==> src/rtl/lipsi_ctrl_fsm.sv <==
// Lipsi multi-cycle control FSM: decodes the instruction byte and sequences PC,
// accumulator, memory-write and ALU controls with wait states, single-step and halt.
module lipsi_ctrl_fsm #(
  parameter int DATA_W = 8,
  parameter int CNT_W  = 16
) (
  input  logic              clk,
  input  logic              reset,
  input  logic [7:0]        instruction,
  input  logic [DATA_W-1:0] A,
  input  logic              mem_rdy,
  input  logic              step_mode,
  input  logic              step,
  output logic [1:0]        mux_pc_rd,
  output logic              wr_addr,
  output logic              wr_data,
  output logic              pc_en,
  output logic              acc_en,
  output logic              fetch,
  output logic              small_addr,
  output logic [3:0]        alu_ctrl,
  output logic [3:0]        state,
  output logic              halted,
  output logic [CNT_W-1:0]  retired
);

  typedef enum logic [3:0] {
    S_DEC  = 4'd0,
    S_ALU  = 4'd1,
    S_ST   = 4'd2,
    S_BRL  = 4'd3,
    S_LDI1 = 4'd4,
    S_LDI2 = 4'd5,
    S_STI1 = 4'd6,
    S_STI2 = 4'd7,
    S_IMM  = 4'd8,
    S_BR_T = 4'd9,
    S_BR_N = 4'd10,
    S_HALT = 4'd11
  } state_t;

  state_t           state_q, state_d;
  logic [3:0]       alu_q, alu_d;
  logic [CNT_W-1:0] ret_q;
  logic             hold, retire, a_zero;
  logic [1:0]       mux_r;
  logic             wa_r, wd_r, pe_r, ae_r, fe_r, sa_r, ha_r;
  logic             unused_instr_bit;

  assign unused_instr_bit = instruction[3];
  assign a_zero = (A == '0);

  // Wait states hold every non-halt state; step mode additionally holds DEC until a pulse.
  assign hold = (!mem_rdy && state_q != S_HALT) ||
                (state_q == S_DEC && step_mode && !step);

  assign retire = (state_q != S_HALT) && (state_d == S_DEC || state_d == S_HALT);

  always_comb begin
    state_d = S_DEC;
    alu_d   = '0;
    mux_r   = 2'b00;
    wa_r    = 1'b0;
    wd_r    = 1'b0;
    pe_r    = 1'b0;
    ae_r    = 1'b0;
    fe_r    = 1'b0;
    sa_r    = 1'b1;
    ha_r    = 1'b0;
    case (state_q)
      S_DEC: begin
        casez (instruction[7:4])
          4'b0???: begin
            mux_r   = 2'b10;
            alu_d   = {1'b1, instruction[6:4]};
            state_d = S_ALU;
          end
          4'b1000: begin
            wa_r    = 1'b1;
            mux_r   = 2'b10;
            state_d = S_ST;
          end
          4'b1001: begin
            mux_r   = 2'b01;
            wa_r    = 1'b1;
            wd_r    = 1'b1;
            state_d = S_BRL;
          end
          4'b1010: begin
            mux_r   = 2'b10;
            state_d = S_LDI1;
          end
          4'b1011: begin
            mux_r   = 2'b10;
            state_d = S_STI1;
          end
          4'b1100: begin
            pe_r    = 1'b1;
            fe_r    = 1'b1;
            alu_d   = {1'b1, instruction[2:0]};
            state_d = S_IMM;
          end
          4'b1101: begin
            pe_r = 1'b1;
            fe_r = 1'b1;
            case (instruction[1:0])
              2'b00:   state_d = S_BR_T;
              2'b10:   state_d = a_zero ? S_BR_T : S_BR_N;
              2'b11:   state_d = a_zero ? S_BR_N : S_BR_T;
              default: state_d = S_BR_N;
            endcase
          end
          4'b1110: begin
            pe_r    = 1'b1;
            ae_r    = 1'b1;
            fe_r    = 1'b1;
            alu_d   = {2'b01, instruction[1:0]};
            state_d = S_DEC;
          end
          default: begin
            mux_r   = 2'b10;
            fe_r    = 1'b1;
            state_d = S_HALT;
          end
        endcase
      end
      S_ALU, S_IMM, S_LDI2: begin
        pe_r = 1'b1;
        ae_r = 1'b1;
        fe_r = 1'b1;
      end
      S_ST, S_STI2, S_BR_N: begin
        pe_r = 1'b1;
        fe_r = 1'b1;
      end
      S_BRL: begin
        mux_r = 2'b01;
        pe_r  = 1'b1;
        fe_r  = 1'b1;
      end
      S_BR_T: begin
        mux_r = 2'b10;
        pe_r  = 1'b1;
        fe_r  = 1'b1;
      end
      S_LDI1: begin
        mux_r   = 2'b01;
        sa_r    = 1'b0;
        state_d = S_LDI2;
      end
      S_STI1: begin
        wa_r    = 1'b1;
        sa_r    = 1'b0;
        state_d = S_STI2;
      end
      S_HALT: begin
        mux_r   = 2'b11;
        fe_r    = 1'b1;
        ha_r    = 1'b1;
        state_d = S_HALT;
      end
      default: state_d = S_DEC;
    endcase
  end

  // Reset forces the idle output pattern combinationally, independent of the clock.
  always_comb begin
    mux_pc_rd  = mux_r;
    small_addr = sa_r;
    wr_data    = wd_r;
    fetch      = fe_r;
    pc_en      = pe_r & ~hold;
    acc_en     = ae_r & ~hold;
    wr_addr    = wa_r & ~hold;
    halted     = ha_r;
    if (reset) begin
      mux_pc_rd  = 2'b00;
      small_addr = 1'b1;
      wr_data    = 1'b0;
      fetch      = 1'b0;
      pc_en      = 1'b0;
      acc_en     = 1'b0;
      wr_addr    = 1'b0;
      halted     = 1'b0;
    end
  end

  always_ff @(posedge clk or posedge reset) begin
    if (reset) begin
      state_q <= S_DEC;
      alu_q   <= '0;
      ret_q   <= '0;
    end else if (!hold) begin
      state_q <= state_d;
      if (state_q == S_DEC)
        alu_q <= alu_d;
      if (retire && ret_q != '1)
        ret_q <= ret_q + CNT_W'(1);
    end
  end

  assign state    = state_q;
  assign alu_ctrl = alu_q;
  assign retired  = ret_q;

endmodule

==> config.mk <==
export PLATFORM = sky130hd
export DESIGN_NAME = lipsi_ctrl_fsm
export DESIGN_NICKNAME = d
export VERILOG_FILES = /design/src/rtl/lipsi_ctrl_fsm.sv
export SDC_FILE = /design/constraint.sdc
export NUM_CORES = 1
export LEC_CHECK = 0
export CAP_MARGIN = 20
export CORE_ASPECT_RATIO = 1.1
export CORE_MARGIN = 2
export CORE_UTILIZATION = 41
export DETAILED_ROUTE_END_ITERATION = 7
export PLACE_DENSITY = 0.76
export RECOVER_POWER = 100
export SYNTH_ARGS = -nofsm -noshare
export SYNTH_HDL_FRONTEND = slang
export SYNTH_SLANG_ARGS = --single-unit
==> constraint.sdc <==
create_clock -name clk -period 1.9 [get_ports clk]
set_input_delay 0.285 -clock clk [delete_from_list [all_inputs] [get_ports clk]]
set_output_delay 0.285 -clock clk [all_outputs]
set_load 0.005 [all_outputs]
Yosys cells after proc, flatten, opt, wreduce, memory -nomap -nowiden
Index checks and enable logic that the tools add are counted.
{"block": "classes", "add_sub_neg": 1, "eq_ne": 23, "mux": 28, "bitwise_logic": 5, "reduce_logical": 23}
{"operator": "4-bit equality test (second input constant)", "n": 12}
{"operator": "4-bit case mux with 8 select lines", "n": 1}
{"operator": "16-bit by 1-bit adder with 16-bit output (second input constant)", "n": 1}
{"operator": "4-bit by 3-bit equality test with 1-bit output (second input constant)", "n": 4}
{"operator": "16-bit inequality test (second input constant)", "n": 1}
{"operator": "4-bit case mux with 4 select lines", "n": 1}
{"operator": "1-bit two-way mux", "n": 15}
{"operator": "4-bit case mux with 3 select lines", "n": 1}
{"operator": "9-bit OR reduction", "n": 1}
{"operator": "4-bit by 2-bit equality test with 1-bit output (second input constant)", "n": 2}
{"operator": "4-bit logical NOT", "n": 2}
{"operator": "8-bit logical NOT", "n": 1}
{"operator": "1-bit case mux with 2 select lines", "n": 4}
{"operator": "2-bit case mux with 4 select lines", "n": 1}
{"operator": "8-bit OR reduction", "n": 1}
{"operator": "2-bit two-way mux", "n": 3}
{"operator": "2-bit case mux with 3 select lines", "n": 1}
{"operator": "2-bit OR reduction", "n": 3}
{"operator": "3-bit OR reduction", "n": 2}
{"operator": "1-bit logical AND", "n": 5}
{"operator": "5-bit OR reduction", "n": 1}
{"operator": "2-bit equality test (second input constant)", "n": 2}
{"operator": "4-bit by 1-bit equality test with 1-bit output (second input constant)", "n": 1}
{"operator": "4-bit inequality test (second input constant)", "n": 1}
{"operator": "7 further kinds", "n": 13}
{"block": "totals", "regBits": 24}

Longest topological paths before layout
Gate-level depths: netlist (run 1).
{"block": "depth", "ltp_word": 10, "ltp_mapped": 9, "mapped_depth_nobuf": 8}

Worst setup path after synthesis (run 1)
Ideal clock, no wire load.
{"block": "synth_timing", "kind": "reg-to-reg", "startpoint": "reg ret_q[0] (netlist: retired[0])", "endpoint": "reg ret_q[6] (netlist: retired[6])", "setup_time_ns": 0.124, "t_arrival_ns": 1.790, "t_required_ns": 1.776, "path_slack_ns": -0.014, "path_stages_with_launch": 10, "n_path_buf": 1, "synth_period_minus_slack_ns": 1.914, "cell_sequence": "dfrtp_1 -> ha_1 -> inv_1 -> nor2_1 -> and3_2 -> a311oi_2 -> o211a_4 -> buf_12 -> nand3_1 -> xnor2_1"}
{"block": "synth_via", "elab_chain_len": 3}
{"item": "start: declaration", "line": "44", "text": "logic [CNT_W-1:0] ret_q;"}
{"item": "start signal: assignment", "line": "198", "text": "ret_q <= ret_q + CNT_W'(1);"}
{"item": "parallel branches: the longest is 3 deep, another holds 16-bit by 1-bit adder with 16-bit output"}
Parallel ways; which one is timed is not known.
A chain may end at the register's enable or synchronous reset.

Worst setup path in the final report (run 1)
{"block": "layout_timing", "startpoint": "reg state_q[3] (netlist: state[3])", "endpoint": "reg ret_q[4] (netlist: retired[4])"}
{"block": "layout_via", "elab_chain_len": 7}
{"item": "start: declaration", "line": "42", "text": "state_t state_q, state_d;"}
{"item": "start signal: assignment", "line": "194", "text": "state_q <= state_d;"}
{"item": "4-bit equality test (tied with other cells)", "line": "70", "text": "case (state_q)"}
{"item": "4-bit case mux with 4 select lines", "line": "70"}
{"item": "4-bit equality test / 4-bit logical NOT (equally long branches)", "line": "57", "text": "assign retire = (state_q != S_HALT) && (state_d == S_DEC || state_d == S_HALT);"}
{"item": "1-bit logical OR", "line": "57"}
{"item": "1-bit logical AND", "line": "57"}
{"item": "1-bit logical AND", "line": "197", "text": "if (retire && ret_q != '1)"}
{"item": "2-bit AND reduction (no source line) *"}
Every way passes the cells marked *; elsewhere a longest branch is shown, timed or not.

==> results of run 1 <==
-- cell usage in the layout, fill, tap and decap left out, types with 5 or more instances in the layout --
cell type	Yosys	final
dlygate4sd3_1	0	12
a21oi_1	7	6
o21ai_0	11	6
buf_2	4	5
nand3_2	3	6
dlygate4sd2_1	0	11
o21ai_1	0	5
clkdlybuf4s50_1	0	22
nand4_1	5	5
inv_1	7	6
buf_6	0	10
xnor2_1	14	12
buf_4	3	53
nand2_1	19	15
dfrtp_1	24	24
nor2_1	11	8
-- metal layers --
layer  GRT usage (%)  vias up
met2           44.80       75
li1                -      865
met3           4.241       14
met5               0        -
met4           9.179        0
met1           28.39      876
-- cell families (layout without fill, tap and decap cells) --
| logic type | Yosys count | count (layout) |
|---|---|---|
| simple gates | 71 | 71 |
| compound gates | 43 | 44 |
| flops | 24 | 24 |
| buf+inv | 19 | 129 |
| xor+xnor | 17 | 17 |
| mux | 2 | 2 |
| fa+ha+maj | 1 | 1 |
-- registers in the layout, indices dropped and copies added, names as in the netlist --
register,cells
retired,16
state,4
alu_ctrl,4
-- layout make-up --
class / instances / area (um^2)
Timing Repair Buffer: 118 / 998.5
Tap cell: 50 / 62.56
Multi-Input combinational cell: 135 / 1070
Sequential cell: 24 / 600.6
Fill cell: 278 / 870.8
Inverter: 7 / 26.28
Clock buffer: 4 / 55.05
-- where the power goes --
part / switching [mW] / internal, mW / total [mW] / leakage [nW]
clock network: 0.164 / 0.185 / 0.350 / 0.0288
logic: 0.899 / 1.09 / 1.99 / 0.948
registers: 0.0763 / 0.633 / 0.709 / 0.318
-- worst max-delay path, delay by kind of cell (launching register included) --
family / cells / cell delay (ns)
flip-flops: 1 / 0.40
AO/OA/AOI/OAI: 3 / 0.69
buffers and inverters: 2 / 0.27
AND/OR/NAND/NOR: 3 / 0.45
XOR/XNOR: 1 / 0.17
-- worst paths after layout --
| path | from | to | slack, ns |
|---|---|---|---|
| max | state[3] | retired[4] | -0.19 |
| min | alu_ctrl[1] | alu_ctrl[1] | 0.48 |
| max reg2reg | state[3] | retired[4] | -0.19 |
| min reg2reg | alu_ctrl[1] | alu_ctrl[1] | 0.48 |
| max in group asynchronous | reset | retired[7] | 0.45 |
| min in group asynchronous | reset | alu_ctrl[1] | 0.54 |
-- cell usage after synthesis (2+ instances only) --
library cell / instances
a21o_1: 2
a21oi_1: 7
a31oi_1: 4
and3_1: 2
and3_2: 2
buf_2: 4
buf_4: 3
clkbuf_1: 4
dfrtp_1: 24
inv_1: 7
mux2_2: 2
nand2_1: 19
nand2b_1: 4
nand3_1: 7
nand3_2: 3
nand4_1: 5
nor2_1: 11
nor2b_1: 2
nor3_1: 4
nor4_1: 4
nor4_2: 2
o21ai_0: 11
o22ai_1: 2
o31a_1: 4
xnor2_1: 14
xor2_1: 3
-- metrics by stage --
| stage | setup WS (ns) | hold WS [ns] | setup TNS [ns] |
|---|---|---|---|
| 6_report | -0.1898 | 0.4813 | -2.644 |
| 2_1_floorplan | 0.0006172 | 0.4527 | 0 |
| 5_1_grt | -0.2883 | 0.5315 | -4.630 |
| 3_5_place_dp | -0.5475 | 0.4734 | -10.92 |
| 3_3_place_gp | -0.4828 | 0.4654 | -9.626 |
| 4_1_cts | -0.1671 | 0.4237 | -2.259 |
-- timing repair --
item,4_1_cts,5_1_grt
endpoints found under the setup margin,29,29
setup buffers,21,2
gates resized for setup,68,20
pin swaps,32,13
cloned,1,0
==> impl_metrics.env, run 1 <==
export IMPL_skew_ns=0.002483
export IMPL_gp_congestion=0.8239
export IMPL_synth_mux_area_share_pct=1.424
export IMPL_port_buffers=52
export IMPL_ys_ff_latch=24
export IMPL_yosys_area_share_simple_pct=24.68
export IMPL_arrival_ns=2.25
export IMPL_status="finished, violations left"
export IMPL_max_cap_violations=0
export IMPL_utilization_pct=76.36
export IMPL_netlist_area_um2=1582
export IMPL_dr_pass1_iters=4
export IMPL_wl_mm=5.278
export IMPL_synth_ff_type="dfrtp_1"
export IMPL_synth_edf_count=0
export IMPL_ant_nets=0
export IMPL_yosys_area_share_adder_pct=0.7911
export IMPL_yosys_area_top_type="dfrtp_1"
export IMPL_clockBufferDepth=2
export IMPL_cts_buffers=3
export IMPL_crit_type="flip-flop to flip-flop"
export IMPL_cts_root_buf="clkbuf_8"
export IMPL_yosysTopAreaCellShare_pct=37.97
export IMPL_insertion_delay_ns=0.27
export IMPL_cts_tree="built"
export IMPL_fmax_mhz=478.5
export IMPL_crit_chain="buf_6 > nor3_4 > nand2b_1 > buf_6 > o31a_1 > a21oi_2 > o211a_4 > nand4_1 > xnor2_2"
export IMPL_grt_pass1_vias=1838
export IMPL_max_slew_margin_rel_pct=30.62
export IMPL_synth_compound_area_share_pct=19.15
export IMPL_synth_top_family_by_area="simple AND/OR/NAND/NOR gates"
export IMPL_min_path_cells=2
export IMPL_ys_async_sr_fraction_pct=100.0
export IMPL_grt_setup_unrepaired="yes"
export IMPL_grt_max_degree=19
export IMPL_p_total_mw=3.045
export IMPL_route_detailed_wl_per_inst_um=15.62
export IMPL_p_per_area_nw_per_um2=1083
export IMPL_design_area_um2=2813
export IMPL_fin_cells=338
export IMPL_clk_pin_slew_ns=0.08
export IMPL_synthTopCellsByArea="dfrtp_1 38%, xnor2_1 7.8%, nand2_1 4.5%"
export IMPL_slowest_stage="dfrtp_1"
export IMPL_dp_cells=313
export IMPL_die_w_um=63.22
export IMPL_antenna_found_initial=0
export IMPL_synthXorXnorAreaFrac_pct=9.415
export IMPL_fin_nets=311
export IMPL_hold_viol_final=0
export IMPL_post_dp_hpwl_mm=3.382
export IMPL_drive_above_1_share_pct=40.28
export IMPL_post_route_drc_count=0
export IMPL_worst_slack_ns=-0.1898
export IMPL_worst_ep_required_time_ns=2.06
export IMPL_finalMaxSlewViolations=0
export IMPL_num_vias=1830
export IMPL_routed_top_layer="met4"
export IMPL_leakagePower_nw=1.295
export IMPL_finalCriticalPeriod_ns=2.090
export IMPL_critical_path_max_fanout=8
export IMPL_rows=23
export IMPL_vias_per_cell=5.414
export IMPL_hold_class="flip-flop to flip-flop"
export IMPL_avgSynthCellArea_um2=8.935
export IMPL_cp_start_kind="flip-flop"
export IMPL_cts_sinks=24
export IMPL_place_area_um2=2439
export IMPL_drtIter0Drc=85
export IMPL_yosysSeqAreaShare_pct=37.97
export IMPL_grtUsageTotal_pct=24.56
export IMPL_die_h_um=69.14
export IMPL_critPathCaptureType="flip-flop"
export IMPL_worst_path_most_repeated_cell="buf_6"
export IMPL_syn_num_nets=199
export IMPL_setup_viol=21
export IMPL_reg2reg_depth=9
export IMPL_core_um2=3684
export IMPL_yosys_warnings=0
export IMPL_dr_wl_met3_um=286
export IMPL_ir_worst_vdd_mv=0.8848
export IMPL_io_pins=54
export IMPL_tightest_slew_ns=1.041
export IMPL_insertedDiodeCount=0
export IMPL_grt_ovfl_total=0
export IMPL_fin_crit_sh_pct=110.0
export IMPL_slowest_delay_ns=0.40
export IMPL_htreeDepth=1
export IMPL_initial_core_util_pct=42.93
export IMPL_grt_pass1_wl_mm=8.590
export IMPL_fp_dieArea_um2=4371
export IMPL_hold_buffers=0
export IMPL_synthToLayoutAreaGrowth_pct=77.85
export IMPL_wl_met1_mm=2.035
export IMPL_synthCells=177
export IMPL_ys_types=47
export IMPL_dr_wl_met2_mm=2.844
export IMPL_failed_checks="negative setup slack"
No activity file was read; power rests on OpenSTA's default activity.
==> run 2, diff against run 1 <==
--- a/config.mk
+++ b/config.mk
@@ -6,11 +6,14 @@
 export NUM_CORES = 1
 export LEC_CHECK = 0
 export CAP_MARGIN = 20
+export CELL_PAD_IN_SITES_DETAIL_PLACEMENT = 0
+export CELL_PAD_IN_SITES_GLOBAL_PLACEMENT = 2
 export CORE_ASPECT_RATIO = 1.1
 export CORE_MARGIN = 2
-export CORE_UTILIZATION = 41
+export CORE_UTILIZATION = 23
+export CTS_CLUSTER_DIAMETER = 30
 export DETAILED_ROUTE_END_ITERATION = 7
-export PLACE_DENSITY = 0.76
+export PLACE_DENSITY_LB_ADDON = 0.1
 export RECOVER_POWER = 100
 export SYNTH_ARGS = -nofsm -noshare
 export SYNTH_HDL_FRONTEND = slang
==> run 2 against run 1 <==
  * The flow still finishes with violations (negative setup slack)
  * Setup slack better by 0.036 ns
  * Design area increased by 5.7%
  * Routed wire length up 5.0%
  * Fmax grew 1.8%
  * Critical endpoint is now retired[11]
  * Sequential share of layout area decreased by 1.2 points
  * Clock skew hardly changed
  * Combinational power about the same
  * First-iteration DRC count down 8.2%
==> impl_metrics.env, run 2 (synthesis gave the netlist of run 1 again) <==
export IMPL_cp_start_kind="flip-flop"
export IMPL_cts_tree="built"
export IMPL_crit_type="flip-flop to flip-flop"
export IMPL_finalCriticalPeriod_ns=2.054
export IMPL_cts_sinks=24
export IMPL_io_pins=54
export IMPL_dp_cells=352
export IMPL_ir_worst_vdd_mv=0.4820
export IMPL_critPathCapture="retired[11]"
export IMPL_leakagePower_nw=1.403
export IMPL_port_buffers=52
export IMPL_vias_per_cell=4.768
export IMPL_htreeDepth=1
export IMPL_dr_wl_met2_mm=2.945
export IMPL_hold_viol_final=0
export IMPL_fin_crit_sh_pct=108.1
export IMPL_rrSetupSlack_ns=-0.15
export IMPL_p_clk_share_pct=9.6
export IMPL_fin_nets=322
export IMPL_status="finished, violations left"
export IMPL_final_common_cell="buf_4"
export IMPL_grt_pass1_wl_mm=8.845
export IMPL_insertion_delay_ns=0.26
export IMPL_grt_max_degree=25
export IMPL_p_total_mw=3.002
export IMPL_die_h_um=90.97
export IMPL_r2r_start="state[2]"
export IMPL_fin_cells=380
export IMPL_route_detailed_wl_per_inst_um=14.59
export IMPL_dr_wl_met3_um=188
export IMPL_cts_buffers=3
export IMPL_drive_above_1_share_pct=43.29
export IMPL_skew_ns=0.002273
export IMPL_pwr_share_comb_pct=66.7
export IMPL_post_dp_hpwl_mm=3.977
export IMPL_fp_dieArea_um2=7556
export IMPL_core_um2=6633
export IMPL_worst_slack_ns=-0.1536
export IMPL_arrival_ns=2.20
export IMPL_synthToLayoutAreaGrowth_pct=88.05
export IMPL_clockBufferDepth=2
export IMPL_initial_core_util_pct=23.84
export IMPL_final_cell_mix="61 x buf_4, 24 x dfrtp_1, 19 x dlygate4sd3_1, 17 x nand2_1, 13 x clkdlybuf4s50_1"
export IMPL_worst_ep_required_time_ns=2.05
export IMPL_grt_pass1_vias=1880
export IMPL_switchingPower_mw=1.122
export IMPL_finalMaxSlewViolations=0
export IMPL_slowest_delay_ns=0.42
export IMPL_crit_chain="buf_6 > buf_12 > nand2b_4 > o31a_1 > a21oi_2 > buf_4 > o211a_4 > nand3_4 > xnor2_2"
export IMPL_wl_mm=5.543
export IMPL_slowest_stage="dfrtp_1"
export IMPL_drtIter0Drc=78
export IMPL_clk_pin_slew_ns=0.08
export IMPL_pre_cts_ws_ns=-0.5816
export IMPL_setup_viol=20
export IMPL_post_route_drc_count=0
export IMPL_insertedDiodeCount=0
export IMPL_largest_register_ffs=16
export IMPL_grt_ovfl_total=0
export IMPL_routed_top_layer="met4"
export IMPL_critPathCaptureType="flip-flop"
export IMPL_cts_root_buf="clkbuf_8"
export IMPL_reg2reg_depth=9
export IMPL_num_vias=1812
export IMPL_failed_checks="negative setup slack"
export IMPL_fmax_mhz=486.9
export IMPL_p_seq_share_pct=23.7
export IMPL_max_slew_margin_rel_pct=58.49
export IMPL_critical_path_max_fanout=17
export IMPL_sw_frac_of_total_pct=37.38
export IMPL_die_w_um=83.07
export IMPL_p_per_area_nw_per_um2=1009
export IMPL_grtUsageTotal_pct=14.21
export IMPL_antenna_found_initial=0
export IMPL_wl_met1_mm=2.364
export IMPL_hold_class="flip-flop to flip-flop"
export IMPL_dr_pass1_iters=4
export IMPL_grt_setup_unrepaired="yes"
export IMPL_rows=31
export IMPL_gp_congestion=0.7980
export IMPL_tightest_slew_ns=0.6226
export IMPL_crit_start="state[2]"
export IMPL_nFillCells=654
export IMPL_internal_power_mw=1.880
export IMPL_ant_nets=0
export IMPL_max_cap_violations=0
export IMPL_reg2reg_to="retired[11]"
==> run 2: cell count changes in the layout (fill, tap and decap cells not counted), moves of 3 or more <==
cell / previous run / this run
buf_4: 53 / 61
clkdlybuf4s50_1: 22 / 13
dlymetal6s2s_1: 0 / 3
dlygate4sd3_1: 12 / 19
o21ai_1: 5 / 2
==> run 2: area by class of cell <==
type	instances	area, um^2	area share, %
well taps	82	102.6	3.450
multi-input cells	135	1090	36.64
flip-flops and latches	24	600.6	20.19
inverters	7	26.28	0.8835
clock buffers	3	41.29	1.388
repair buffers	129	1114	37.44
==> run 2: worst min path at each step <==
stage / startpoint / to / slack, ns / cells past startpoint
floorplan: instruction[7] / state[2] / 0.45 / 2
global placement: alu_ctrl[1] / alu_ctrl[1] / 0.46 / 2
detailed placement: retired[14] / retired[14] / 0.49 / 1
CTS: retired[14] / retired[14] / 0.50 / 1
global route: retired[14] / retired[14] / 0.52 / 1
finish: retired[14] / retired[14] / 0.49 / 1
==> run 2: power groups by stage <==
stage	combinational, mW	sequential (mW)	clock, mW
floorplan	0.699	0.754	0
global route	2.17	0.726	0.330
detailed placement	1.52	0.711	0
CTS	1.91	0.718	0.308
finish	2.00	0.711	0.289
global placement	1.51	0.702	0
==> run 2: layer usage <==
layer	vias up	global-route usage, %
met3	5	2.273
met1	889	17.10
met5	-	0
li1	881	-
met4	0	3.279
met2	37	26.34
==> run 2: per-stage QoR <==
stage / TNS [ns] / hold WS [ns] / util, % / cell area (um^2)
final: -2.196 / 0.4946 / 44.84 / 2974
after global routing: -3.933 / 0.5232 / 44.84 / 2974
after CTS: -2.955 / 0.4984 / 43.07 / 2856
after detailed placement: -11.91 / 0.4856 / 38.35 / 2544
after global placement: -10.91 / 0.4634 / 38.35 / 2544
after floorplan: 0 / 0.4527 / - / 1588
==> run 2: repair_timing <==
item | in CTS | in global routing
buffers inserted | 20 | 7
resized for setup | 67 | 32
hold buffers | 0 | 0
pin swaps | 25 | 29
gates cloned | 1 | 0
setup endpoints to repair | 29 | 27
==> run 2: worst max-delay path: cells and delay by family (launching register included) <==
kind,cells,cell delay (ns)
buf+inv,3,0.42
simple gates,2,0.26
compound gates,3,0.69
xor+xnor,1,0.14
flops,1,0.42
==> run 3, diff against run 2 <==
--- a/config.mk
+++ b/config.mk
@@ -13,6 +13,7 @@
 export CORE_UTILIZATION = 23
 export CTS_CLUSTER_DIAMETER = 30
 export DETAILED_ROUTE_END_ITERATION = 7
+export HOLD_SLACK_MARGIN = 0.08
 export PLACE_DENSITY_LB_ADDON = 0.1
 export RECOVER_POWER = 100
 export SYNTH_ARGS = -nofsm -noshare
==> results of run 3 <==
Same layout as run 2: the final DEF is identical, and so are final timing and power.
